==> config.mk <==
export PLATFORM = sky130hd
export DESIGN_NAME = cart_autodetect_flat
export DESIGN_NICKNAME = d
export VERILOG_FILES = /design/src/rtl/cart_autodetect_if.sv /design/src/rtl/cart_autodetect.sv /design/src/flat_wrapper.sv
export SDC_FILE = /design/constraint.sdc
export NUM_CORES = 1
export LEC_CHECK = 0
export CAP_MARGIN = 0
export CELL_PAD_IN_SITES_DETAIL_PLACEMENT = 0
export CELL_PAD_IN_SITES_GLOBAL_PLACEMENT = 1
export CORE_MARGIN = 3
export CORE_UTILIZATION = 44
export CTS_CLUSTER_DIAMETER = 200
export DETAILED_ROUTE_END_ITERATION = 12
export PLACE_DENSITY_LB_ADDON = 0.1
export SLEW_MARGIN = 20
export SYNTH_ARGS = -nofsm -noshare
export SYNTH_HDL_FRONTEND = slang
export SYNTH_SLANG_ARGS = --single-unit
==> constraint.sdc <==
create_clock -name clk_sys -period 4.48 [get_ports clk_sys]
set_input_delay 0.896 -clock clk_sys [delete_from_list [all_inputs] [get_ports clk_sys]]
set_output_delay 0.896 -clock clk_sys [all_outputs]
set_load 0.05 [all_outputs]
==> src/rtl/cart_autodetect_if.sv <==
// ROM read-port bundle between the console fetch path, the detector and the ROM RAM port B.
// master = detector side (drives the RAM address and console data); slave = surroundings.
interface cart_autodetect_if;
    logic [14:0] cpu_rom_a;
    logic [7:0]  cpu_rom_do;
    logic [14:0] ram_a;
    logic [7:0]  ram_q;

    modport master (input cpu_rom_a, input ram_q, output cpu_rom_do, output ram_a);
    modport slave  (output cpu_rom_a, output ram_q, input cpu_rom_do, input ram_a);
endinterface

==> src/rtl/cart_autodetect.sv <==
// Post-download ROM scanner: picks the bankswitch scheme and SuperChip flag for the console core.
// Define SIG_DETECT_EN to add opcode-signature detection (E0 / 3F schemes) on top of the size table.
module cart_autodetect #(
    parameter int RD_LAT     = 1,
    parameter int SCAN_LIMIT = 32768,
    parameter int SIG_MIN    = 2
) (
    input  logic                 clk_sys,
    input  logic                 reset_n,
    input  logic                 dl_active,
    input  logic [16:0]          rom_size,
    input  logic [3:0]           ext_bs,
    input  logic [1:0]           sc_mode,
    cart_autodetect_if.master    bus,
    output logic                 hold_reset,
    output logic [3:0]           force_bs,
    output logic                 sc,
    output logic                 busy
);

    if (RD_LAT < 1 || RD_LAT > 2 || SIG_MIN < 0 || SIG_MIN > 15) begin : g_bad_param
        $error("cart_autodetect: parameter out of range");
    end

    typedef enum logic [1:0] {IDLE, SCAN, DRAIN, DECIDE} state_t;

    state_t            state_q, state_d;
    logic              dl_q;
    logic [16:0]       n_q, n_d;
    logic [3:0]        ext_q, ext_d;
    logic [1:0]        scm_q, scm_d;
    logic [14:0]       addr_q, addr_d;
    logic [15:0]       cnt_q, cnt_d;
    logic [8:0]        rcnt_q, rcnt_d;
    logic [1:0]        drain_q, drain_d;
    logic [RD_LAT-1:0] vld_q, vld_d;
    logic [RD_LAT:0]   vld_pipe;
    logic [7:0]        byte0_q, byte0_d;
    logic              sc_ok_q, sc_ok_d;
    logic              busy_q, busy_d;
    logic              sc_q, sc_d;
    logic [3:0]        bs_q, bs_d;
    logic              issue, consume, sc_det;
    logic [3:0]        auto_bs;

`ifdef SIG_DETECT_EN
    localparam logic [3:0] SIG_MIN4 = 4'(SIG_MIN);
    logic [7:0] w1_q, w1_d, w2_q, w2_d;
    logic [3:0] hit3f_q, hit3f_d, hite0_q, hite0_d;
`endif

    function automatic logic [3:0] size_bs(input logic [16:0] n);
        case (n)
            17'd8192:  size_bs = 4'd1;
            17'd12288: size_bs = 4'd8;
            17'd16384: size_bs = 4'd2;
            17'd32768: size_bs = 4'd6;
            default:   size_bs = 4'd0;
        endcase
    endfunction

    always_comb begin
        state_d = state_q;
        n_d     = n_q;
        ext_d   = ext_q;
        scm_d   = scm_q;
        addr_d  = addr_q;
        cnt_d   = cnt_q;
        rcnt_d  = rcnt_q;
        drain_d = drain_q;
        byte0_d = byte0_q;
        sc_ok_d = sc_ok_q;
        busy_d  = busy_q;
        sc_d    = sc_q;
        bs_d    = bs_q;
`ifdef SIG_DETECT_EN
        w1_d    = w1_q;
        w2_d    = w2_q;
        hit3f_d = hit3f_q;
        hite0_d = hite0_q;
`endif

        // Read data returns RD_LAT cycles after its address was issued.
        issue    = (state_q == SCAN);
        vld_pipe = {vld_q, issue};
        vld_d    = vld_pipe[RD_LAT-1:0];
        consume  = vld_pipe[RD_LAT];

        if (consume) begin
            if (!rcnt_q[8]) rcnt_d = rcnt_q + 9'd1;
            if (rcnt_q == 9'd0) byte0_d = bus.ram_q;
            else if (!rcnt_q[8] && bus.ram_q != byte0_q) sc_ok_d = 1'b0;
`ifdef SIG_DETECT_EN
            if (w1_q == 8'h85 && bus.ram_q == 8'h3F && hit3f_q != 4'hF)
                hit3f_d = hit3f_q + 4'd1;
            if ((w2_q == 8'h8D || w2_q == 8'hAD) && w1_q[7:3] == 5'b11100 &&
                (bus.ram_q == 8'h1F || bus.ram_q == 8'hFF) && hite0_q != 4'hF)
                hite0_d = hite0_q + 4'd1;
            w2_d = w1_q;
            w1_d = bus.ram_q;
`endif
        end

        sc_det  = sc_ok_q && (n_q >= 17'd8192);
        auto_bs = size_bs(n_q);
`ifdef SIG_DETECT_EN
        if (n_q == 17'd8192) begin
            if (hite0_q >= SIG_MIN4)      auto_bs = 4'd4;
            else if (hit3f_q >= SIG_MIN4) auto_bs = 4'd5;
        end else if (n_q > 17'd8192 && auto_bs == 4'd0 && hit3f_q >= SIG_MIN4) begin
            auto_bs = 4'd5;
        end
`endif

        case (state_q)
            IDLE: if (dl_q && !dl_active) begin
                n_d     = (rom_size > 17'(SCAN_LIMIT)) ? 17'(SCAN_LIMIT) : rom_size;
                ext_d   = ext_bs;
                scm_d   = sc_mode;
                addr_d  = '0;
                cnt_d   = '0;
                rcnt_d  = '0;
                sc_ok_d = 1'b1;
                busy_d  = 1'b1;
`ifdef SIG_DETECT_EN
                w1_d    = '0;
                w2_d    = '0;
                hit3f_d = '0;
                hite0_d = '0;
`endif
                state_d = (n_d == 17'd0) ? DECIDE : SCAN;
            end
            SCAN: begin
                addr_d = addr_q + 15'd1;
                cnt_d  = cnt_q + 16'd1;
                if ({1'b0, cnt_q} == n_q - 17'd1) begin
                    state_d = DRAIN;
                    drain_d = 2'(RD_LAT - 1);
                end
            end
            DRAIN: begin
                if (drain_q == 2'd0) state_d = DECIDE;
                else                 drain_d = drain_q - 2'd1;
            end
            DECIDE: begin
                bs_d    = (ext_q != 4'd0) ? ext_q : auto_bs;
                sc_d    = (scm_q == 2'd1) ? 1'b0 : (scm_q == 2'd2) ? 1'b1 : sc_det;
                busy_d  = 1'b0;
                state_d = IDLE;
            end
            default: state_d = IDLE;
        endcase

        // A new download aborts any scan; previous decisions are kept.
        if (state_q != IDLE && dl_active) begin
            state_d = IDLE;
            busy_d  = 1'b0;
            vld_d   = '0;
            bs_d    = bs_q;
            sc_d    = sc_q;
        end
    end

    always_ff @(posedge clk_sys or negedge reset_n) begin
        if (!reset_n) begin
            state_q <= IDLE;
            dl_q    <= 1'b0;
            n_q     <= '0;
            ext_q   <= '0;
            scm_q   <= '0;
            addr_q  <= '0;
            cnt_q   <= '0;
            rcnt_q  <= '0;
            drain_q <= '0;
            vld_q   <= '0;
            byte0_q <= '0;
            sc_ok_q <= 1'b0;
            busy_q  <= 1'b0;
            sc_q    <= 1'b0;
            bs_q    <= '0;
`ifdef SIG_DETECT_EN
            w1_q    <= '0;
            w2_q    <= '0;
            hit3f_q <= '0;
            hite0_q <= '0;
`endif
        end else begin
            state_q <= state_d;
            dl_q    <= dl_active;
            n_q     <= n_d;
            ext_q   <= ext_d;
            scm_q   <= scm_d;
            addr_q  <= addr_d;
            cnt_q   <= cnt_d;
            rcnt_q  <= rcnt_d;
            drain_q <= drain_d;
            vld_q   <= vld_d;
            byte0_q <= byte0_d;
            sc_ok_q <= sc_ok_d;
            busy_q  <= busy_d;
            sc_q    <= sc_d;
            bs_q    <= bs_d;
`ifdef SIG_DETECT_EN
            w1_q    <= w1_d;
            w2_q    <= w2_d;
            hit3f_q <= hit3f_d;
            hite0_q <= hite0_d;
`endif
        end
    end

    assign bus.ram_a      = busy_q ? addr_q : bus.cpu_rom_a;
    assign bus.cpu_rom_do = busy_q ? 8'h00 : bus.ram_q;
    assign hold_reset     = busy_q | dl_active;
    assign busy           = busy_q;
    assign force_bs       = bs_q;
    assign sc             = sc_q;

endmodule

==> src/flat_wrapper.sv <==
// flat-port wrapper written by rule: the top's interface ports become plain ports
module cart_autodetect_flat 
#(
    parameter int RD_LAT     = 1,
    parameter int SCAN_LIMIT = 32768,
    parameter int SIG_MIN    = 2
)
  (clk_sys, reset_n, dl_active, rom_size, ext_bs, sc_mode, hold_reset, force_bs, sc, busy, bus_cpu_rom_a, bus_ram_q, bus_cpu_rom_do, bus_ram_a);
  cart_autodetect_if bus_i ();
  input  logic clk_sys;
  input  logic reset_n;
  input  logic dl_active;
  input  logic [16:0] rom_size;
  input  logic [3:0] ext_bs;
  input  logic [1:0] sc_mode;
  output logic hold_reset;
  output logic [3:0] force_bs;
  output logic sc;
  output logic busy;
  input wire logic [$bits(bus_i.cpu_rom_a)-1:0] bus_cpu_rom_a;
  input wire logic [$bits(bus_i.ram_q)-1:0] bus_ram_q;
  output wire logic [$bits(bus_i.cpu_rom_do)-1:0] bus_cpu_rom_do;
  output wire logic [$bits(bus_i.ram_a)-1:0] bus_ram_a;
  assign bus_i.cpu_rom_a = bus_cpu_rom_a;
  assign bus_i.ram_q = bus_ram_q;
  assign bus_cpu_rom_do = bus_i.cpu_rom_do;
  assign bus_ram_a = bus_i.ram_a;
  cart_autodetect #(.RD_LAT(RD_LAT), .SCAN_LIMIT(SCAN_LIMIT), .SIG_MIN(SIG_MIN)) u_core (.clk_sys(clk_sys), .reset_n(reset_n), .dl_active(dl_active), .rom_size(rom_size), .ext_bs(ext_bs), .sc_mode(sc_mode), .bus(bus_i), .hold_reset(hold_reset), .force_bs(force_bs), .sc(sc), .busy(busy));
endmodule
==> reports/metrics.cfg, run 1 <==
[worst_setup_path]
rr_worst_depth = 9
crit_arrival_ns = 2.50
cpMaxStageDelayCell = dfrtp_1
required_ns = 3.58
crit_family = flip-flops
slowest_delay_ns = 1.00
r2r_setup_slack_ns = 1.24
cp_max_fo = 27
r2r-end = u_core.state_q[0]
critPathBufInv = 1
worstSetupStartpointType = register
path_cells = mux2_2 > clkdlybuf4s50_1
crit_type = register to primary output
r2r-start = u_core.n_q[0]
setup.worst_path.end_class = primary output

[synth]
syn_area_um2 = 4795
synth-seq-cells = 84
synthTopCellsByArea = dfrtp_1 44%, xor2_1 5.5%, mux2_2 5.4%
synth_seq_area_share_pct = 43.84
post-synth-top-area-cell = dfrtp_1
syn-num-nets = 570
async_reset_ff_share_pct = 100.0
synth_mux_area_share_pct = 5.819
synth_area_per_cell_um2 = 9.383
synth-simple-area-share_pct = 22.63
synth_compound_area_share_pct = 12.53
synth_edf_count = 0
ys.flop_type = dfrtp_1
synth_top_family_by_area = simple AND/OR/NAND/NOR gates
synth_xor_area_share_pct = 9.499
syn_inst = 511
synth_fa_ha_area_share_pct = 2.610
synth_top_area_share_pct = 43.84
yosysUniqueCellTypes = 56
yosys_warnings = 0

[power]
internal_power_w = 0.001945
p_seq_share_pct = 35.4
power.switching_w = 0.001428
fin_total_pwr_w = 0.003373
pwr-share-comb_pct = 47.8
clkPwrFrac_pct = 16.8
p_per_area_nw_per_um2 = 570.6
switching_share_pct = 42.35
peakVddDrop_uv = 289.7
power_leakage_nw = 2.563

[clock_network]
cts-hold-fix-buffers = 0
post_cts_buffers = 0
clk_pin_slew_ns = 0.08
post_cts_resized = 0
cts_sinks = 84
root_buffer = clkbuf_8
cts_inserted_buffers = 9
cts.path.max_buffers = 2
cts.htree.levels = 3
cts_tree = done
clock_latency_ns = 0.35

[global_routing]
grt_start_max_net_pins = 60
grt_pass1_vias = 3944
grt.total_usage_pct = 19.53
grt_overflow = 0
antenna_found_initial = 0
grt_pass1_wl_um = 18600

[sta]
slew_headroom_pct = 33.16
setup_violations = 0
setup-tns-final_ns = 0
worst_pin_slew_ns = 1.003
rsz0062_at_grt = no
hold_viol = 0
fmax_ghz = 0.2942
timing.final.crit_share_pct = 75.87
finalClockSkew_ns = 0.004080
finalCriticalPeriod_ns = 3.399
final_max_slew_viol_count = 0

[detailed_routing]
drt-initial-drc-count = 196
dr.pass1.iters = 4
ant_nets = 0
wl_per_cell_um = 15.25
drc = 0
routed_via_density = 5.488
vias = 3979
wl_um = 11060

[placed_design]
numPortBuffers = 78
dp.cells = 710
placed_area_um2 = 5708
gp_congestion = 0.8350
dp_hpwl_um = 7966

[cells_and_area]
nNetsFinal = 644
diodes = 0
fill_cells = 965
multi_input_area_um2 = 2545
drive_above_1_share_pct = 9.338
areaGrowthSynthToFinish_pct = 23.28
final_cells = 725
final_cell_area_um2 = 5911
ff_latch_area_um2 = 2102

[run]
drv_cap = 0

[floorplan]
dieWidth_um = 110.4
die_area_um2 = 12180
start_util_pct = 45.83
io_pins = 79
dieHeight_um = 110.4
fp.coreArea_um2 = 10460
core.rowCount = 37

[status]
status = finished clean

[min_path]
hold_start = u_core.scm_q[1]
hold_path_end = u_core.scm_q[1]
hold_path.class = register to register
timing.hold.worst_path_depth = 2

## layout by cell type (no fill, tap or decap), types with 4 or more instances in the layout
master,synthesis,final
a21oi_1,19,19
a22o_1,12,12
and3_1,12,12
buf_4,0,9
clkbuf_8,0,12
clkdlybuf4s50_1,0,77
dfrtp_1,84,84
ha_1,10,10
inv_1,14,14
mux2_2,23,23
nand2_1,54,54
nand2b_1,7,7
nand3_1,17,17
nand4_1,17,17
nor2_1,51,51
nor2b_1,11,11
nor3_1,6,6
nor4_1,8,8
o211ai_1,5,5
o21ai_0,24,24
or2_2,4,4
or3_1,9,9
or4_1,5,5
xnor2_1,22,22
xor2_1,30,30
## logic make-up (layout without fill, tap and decap cells)
kind of cell / count (synthesis) / in the layout
xor gates and xnor gates: 52 / 52
muxes: 25 / 25
DFF: 84 / 84
and+or+nand+nor: 214 / 214
AOI/OAI and AO/OA: 89 / 89
adders and majority gates: 10 / 10
buffers and inverters: 37 / 115
## cell usage after synthesis, drive strengths merged (10+ instances only)
library cell   n
a21oi         19
a22o          12
and3          12
clkbuf        19
dfrtp         84
ha            10
inv           14
mux2          23
nand2         54
nand3         17
nand4         17
nor2          51
nor2b         11
o21ai         24
xnor2         22
xor2          30
## per-layer routing
metal | global-route usage [%] | vias to the layer above | share of wire [%]
li1 | - | 1967 | -
met5 | 0 | - | 0
met2 | 32.15 | 102 | 48
met4 | 7.388 | 0 | 1.3
met1 | 25.98 | 1900 | 46
met3 | 3.087 | 10 | 4.8
## state kept, by name (all words and copies together) (netlist names), 2 cells and up
signal / flops
u_core.cnt_q: 16
u_core.scm_q: 2
u_core.n_q: 17
u_core.addr_q: 15
u_core.state_q: 2
u_core.byte0_q: 8
u_core.ext_q: 4
u_core.rcnt_q: 9
u_core.drain_q: 2
u_core.force_bs: 4
## per-stage QoR
step	setup slack (ns)	util (%)	hold slack (ns)
floorplan	1.720	-	0.4399
global placement	1.093	54.56	0.4649
detailed placement	1.083	54.56	0.4736
CTS	1.003	56.49	0.4934
global route	0.9245	56.49	0.5104
finish	1.081	56.49	0.4849
## tightest hold or removal path, cell delays in order, from the launching register on
cell     delay (ns)
dfrtp_1        0.35
nand2_1        0.05
nand2_1        0.06
## how the worst max path moves through the flow
stage / end / from / depth (start not counted)
2_1_floorplan: u_core.state_q[0] / u_core.n_q[0] / 10
3_3_place_gp: hold_reset / dl_active / 3
3_5_place_dp: hold_reset / dl_active / 3
4_1_cts: bus_ram_a[0] / u_core.busy / 2
5_1_grt: u_core.state_q[0] / u_core.n_q[0] / 9
6_report: bus_ram_a[0] / u_core.busy / 2
## area by class of cell
type                       count  area share (%)
inverter                      14          0.8891
multi-input combinational    390           43.06
clock buffer                  14           2.921
tap                          136           2.879
clock inverter                 1          0.5080
sequential                    84           35.56
timing repair buffer          86           14.18
## power groups by stage
stage / Combinational [W] / Sequential (W) / Clock [W]
after detailed placement: 0.00162 / 0.00121 / 0
after floorplan: 0.00118 / 0.00117 / 0
after global routing: 0.00177 / 0.00124 / 0.000614
final: 0.00161 / 0.00119 / 0.000565
after global placement: 0.00159 / 0.00120 / 0
after CTS: 0.00162 / 0.00120 / 0.000585
No activity file was read; power rests on OpenSTA's default activity.
==> run 2, diff against run 1 <==
- CORE_UTILIZATION: 44 -> 37
- clock period: 4.48 -> 3 ns (I/O delays scaled with it)
==> reports/metrics.cfg, run 2 (synthesis gave the netlist of run 1 again) <==
[sta]
final_max_slew_viol_count = 0  ; unchanged
hold_ws_ns = 0.2564  ; -0.2286 ns
fmax_ghz = 0.3518
setup-tns-final_ns = 0  ; unchanged
worst_pin_slew_ns = 0.5821  ; -0.4205 ns
finalClockSkew_ns = 0.005328  ; +0.001248 ns
rsz0062_at_grt = no
slew_headroom_pct = 61.20  ; +28 points
finalCriticalPeriod_ns = 2.843
timing.final.crit_share_pct = 94.76
hold_viol = 0  ; unchanged
setup_violations = 0  ; unchanged

[global_routing]
grt_start_max_net_pins = 48  ; -20%
grt_pass1_wl_um = 20560  ; +11%
grt.total_usage_pct = 17.59  ; -1.9 points
grt_pass1_vias = 4166  ; +5.6%
grt_overflow = 0  ; unchanged
antenna_found_initial = 0  ; unchanged

[worst_setup_path]
cp_max_fo = 8  ; -70%
critPathBufInv = 2  ; +1
required_ns = 3.23  ; -0.35 ns
crit_family = simple AND/OR/NAND/NOR gates
crit_type = register to register
slowest_delay_ns = 0.53  ; -0.47 ns
worstSetupStartpointType = register
path_cells = inv_1 > ha_1 > buf_4 > or3b_2 > or4_1 > a31oi_1 > o2111a_2 > o211ai_2 > a222oi_1
rr_worst_depth = 9  ; unchanged
r2r-end = u_core.state_q[0]
r2r_setup_slack_ns = 0.16  ; -1.08 ns
setup.worst_path.end_class = register
r2r-start = u_core.n_q[1]
crit_arrival_ns = 3.07  ; +0.57 ns
cpMaxStageDelayCell = or4_1

[floorplan]
io_pins = 79  ; unchanged
dieWidth_um = 119.8  ; +8.6%
die_area_um2 = 14360  ; +18%
start_util_pct = 38.94  ; -6.9 points
dieHeight_um = 119.8  ; +8.6%
fp.coreArea_um2 = 12310  ; +18%
core.rowCount = 40  ; +8.1%

[cells_and_area]
nNetsFinal = 656  ; +1.9%
layout_common_cells = 83 x dfrtp_1, 67 x clkdlybuf4s50_1, 54 x nand2_1
drive_above_1_share_pct = 13.46  ; +4.1 points
reg_top3 = u_core.n_q x17, u_core.cnt_q x16, u_core.addr_q x15
layout_commonest_cell = dfrtp_1
areaGrowthSynthToFinish_pct = 28.05
fill_cells = 1184  ; +23%
final_cells = 770  ; +6.2%
final_cell_area_um2 = 6140  ; +3.9%
regMostFlops = u_core.n_q
largest_register_ffs = 17  ; unchanged
diodes = 0  ; unchanged
post-route-util_pct = 49.87  ; -6.6 points

[clock_network]
cts_sinks = 84  ; unchanged
cts.htree.levels = 3  ; unchanged
clk_pin_slew_ns = 0.06  ; -0.02 ns
cts_inserted_buffers = 9  ; unchanged
clock_latency_ns = 0.34  ; about the same
root_buffer = clkbuf_16
cts-hold-fix-buffers = 0  ; unchanged
cts.path.max_buffers = 2  ; unchanged
cts_tree = done

[detailed_routing]
drc = 0  ; unchanged
dr.pass1.iters = 4  ; unchanged
wl_um = 11920  ; +7.8%
wl_per_cell_um = 15.48  ; +1.5%
drt-initial-drc-count = 184  ; -6.1%
ant_nets = 0  ; unchanged
routed_via_density = 5.299  ; -3.5%
vias = 4080  ; +2.5%

[power]
p_per_area_nw_per_um2 = 895.9  ; +57%
pwr-share-comb_pct = 47.6  ; -0.2 points
clkPwrFrac_pct = 21.2  ; +4.4 points
p_seq_share_pct = 31.2  ; -4.2 points
power.switching_w = 0.002256  ; +58%
peakVddDrop_uv = 457.5  ; +58%
power_leakage_nw = 2.690  ; +5.0%
internal_power_w = 0.003244  ; +67%
switching_share_pct = 41.02  ; -1.3 points

[placed_design]
gp_congestion = 0.8335  ; -0.18%
numPortBuffers = 78  ; unchanged
dp_hpwl_um = 8738  ; +9.7%
placed_area_um2 = 5813  ; +1.8%
dp.cells = 754  ; +6.2%

[min_path]
hold_path.class = input pin to asynchronous set/reset pin

[run]
drv_cap = 0  ; unchanged

[status]
status = finished clean

## run 2: routing by layer
layer,track usage (%),up-vias,part of all wire (%)
met3,4.665,19,4.8
met2,28.21,102,46
met5,0,-,0
met4,5.870,0,1.9
li1,-,2003,-
met1,23.11,1956,47
## run 2: what timing repair did
| action | 4_1_cts | 5_1_grt |
|---|---|---|
| gates resized for setup | 0 | 3 |
| setup endpoints to repair | 0 | 4 |
| buffers inserted | 0 | 0 |
## run 2: per-stage QoR
step           setup slack [ns]  power [W]
6_report                 0.1571   0.005501
5_1_grt                0.004611   0.005884
4_1_cts                 0.04212   0.005532
3_5_place_dp            0.04252   0.004336
3_3_place_gp             0.1621   0.004307
2_1_floorplan            0.2395   0.003504
## run 2: worst max path at each step
stage,startpoint,end,slack (ns),cells after the start
2_1_floorplan,u_core.n_q[0],u_core.state_q[0],0.24,10
3_3_place_gp,u_core.n_q[1],u_core.state_q[0],0.16,9
6_report,u_core.n_q[1],u_core.state_q[0],0.16,9
4_1_cts,u_core.n_q[1],u_core.state_q[0],0.04,9
3_5_place_dp,u_core.n_q[1],u_core.state_q[0],0.04,9
5_1_grt,u_core.n_q[1],u_core.state_q[0],0.005,9
## run 2: cell type report
class | count | area (um2) | area share [%]
clock inverter | 3 | 43.79 | 0.7133
timing repair buffer | 98 | 903.4 | 14.71
tap | 168 | 210.2 | 3.424
clock buffer | 13 | 270.3 | 4.402
inverter | 14 | 52.55 | 0.8559
multi-input combinational | 390 | 2556 | 41.63
sequential | 84 | 2103 | 34.26
## run 2: worst reg2reg max path, stage by stage, from the launching register on
cell	delay (ns)
dfrtp_2	0.46
inv_1	0.09
ha_1	0.18
buf_4	0.15
or3b_2	0.47
or4_1	0.53
a31oi_1	0.21
o2111a_2	0.30
o211ai_2	0.10
a222oi_1	0.25
## run 2: power groups by stage
stage	clock [W]	sequential, W	combinational (W)
after floorplan	0	0.00175	0.00176
after detailed placement	0	0.00173	0.00261
after global placement	0	0.00172	0.00259
after CTS	0.00120	0.00171	0.00262
final	0.00117	0.00172	0.00262
after global routing	0.00125	0.00176	0.00287
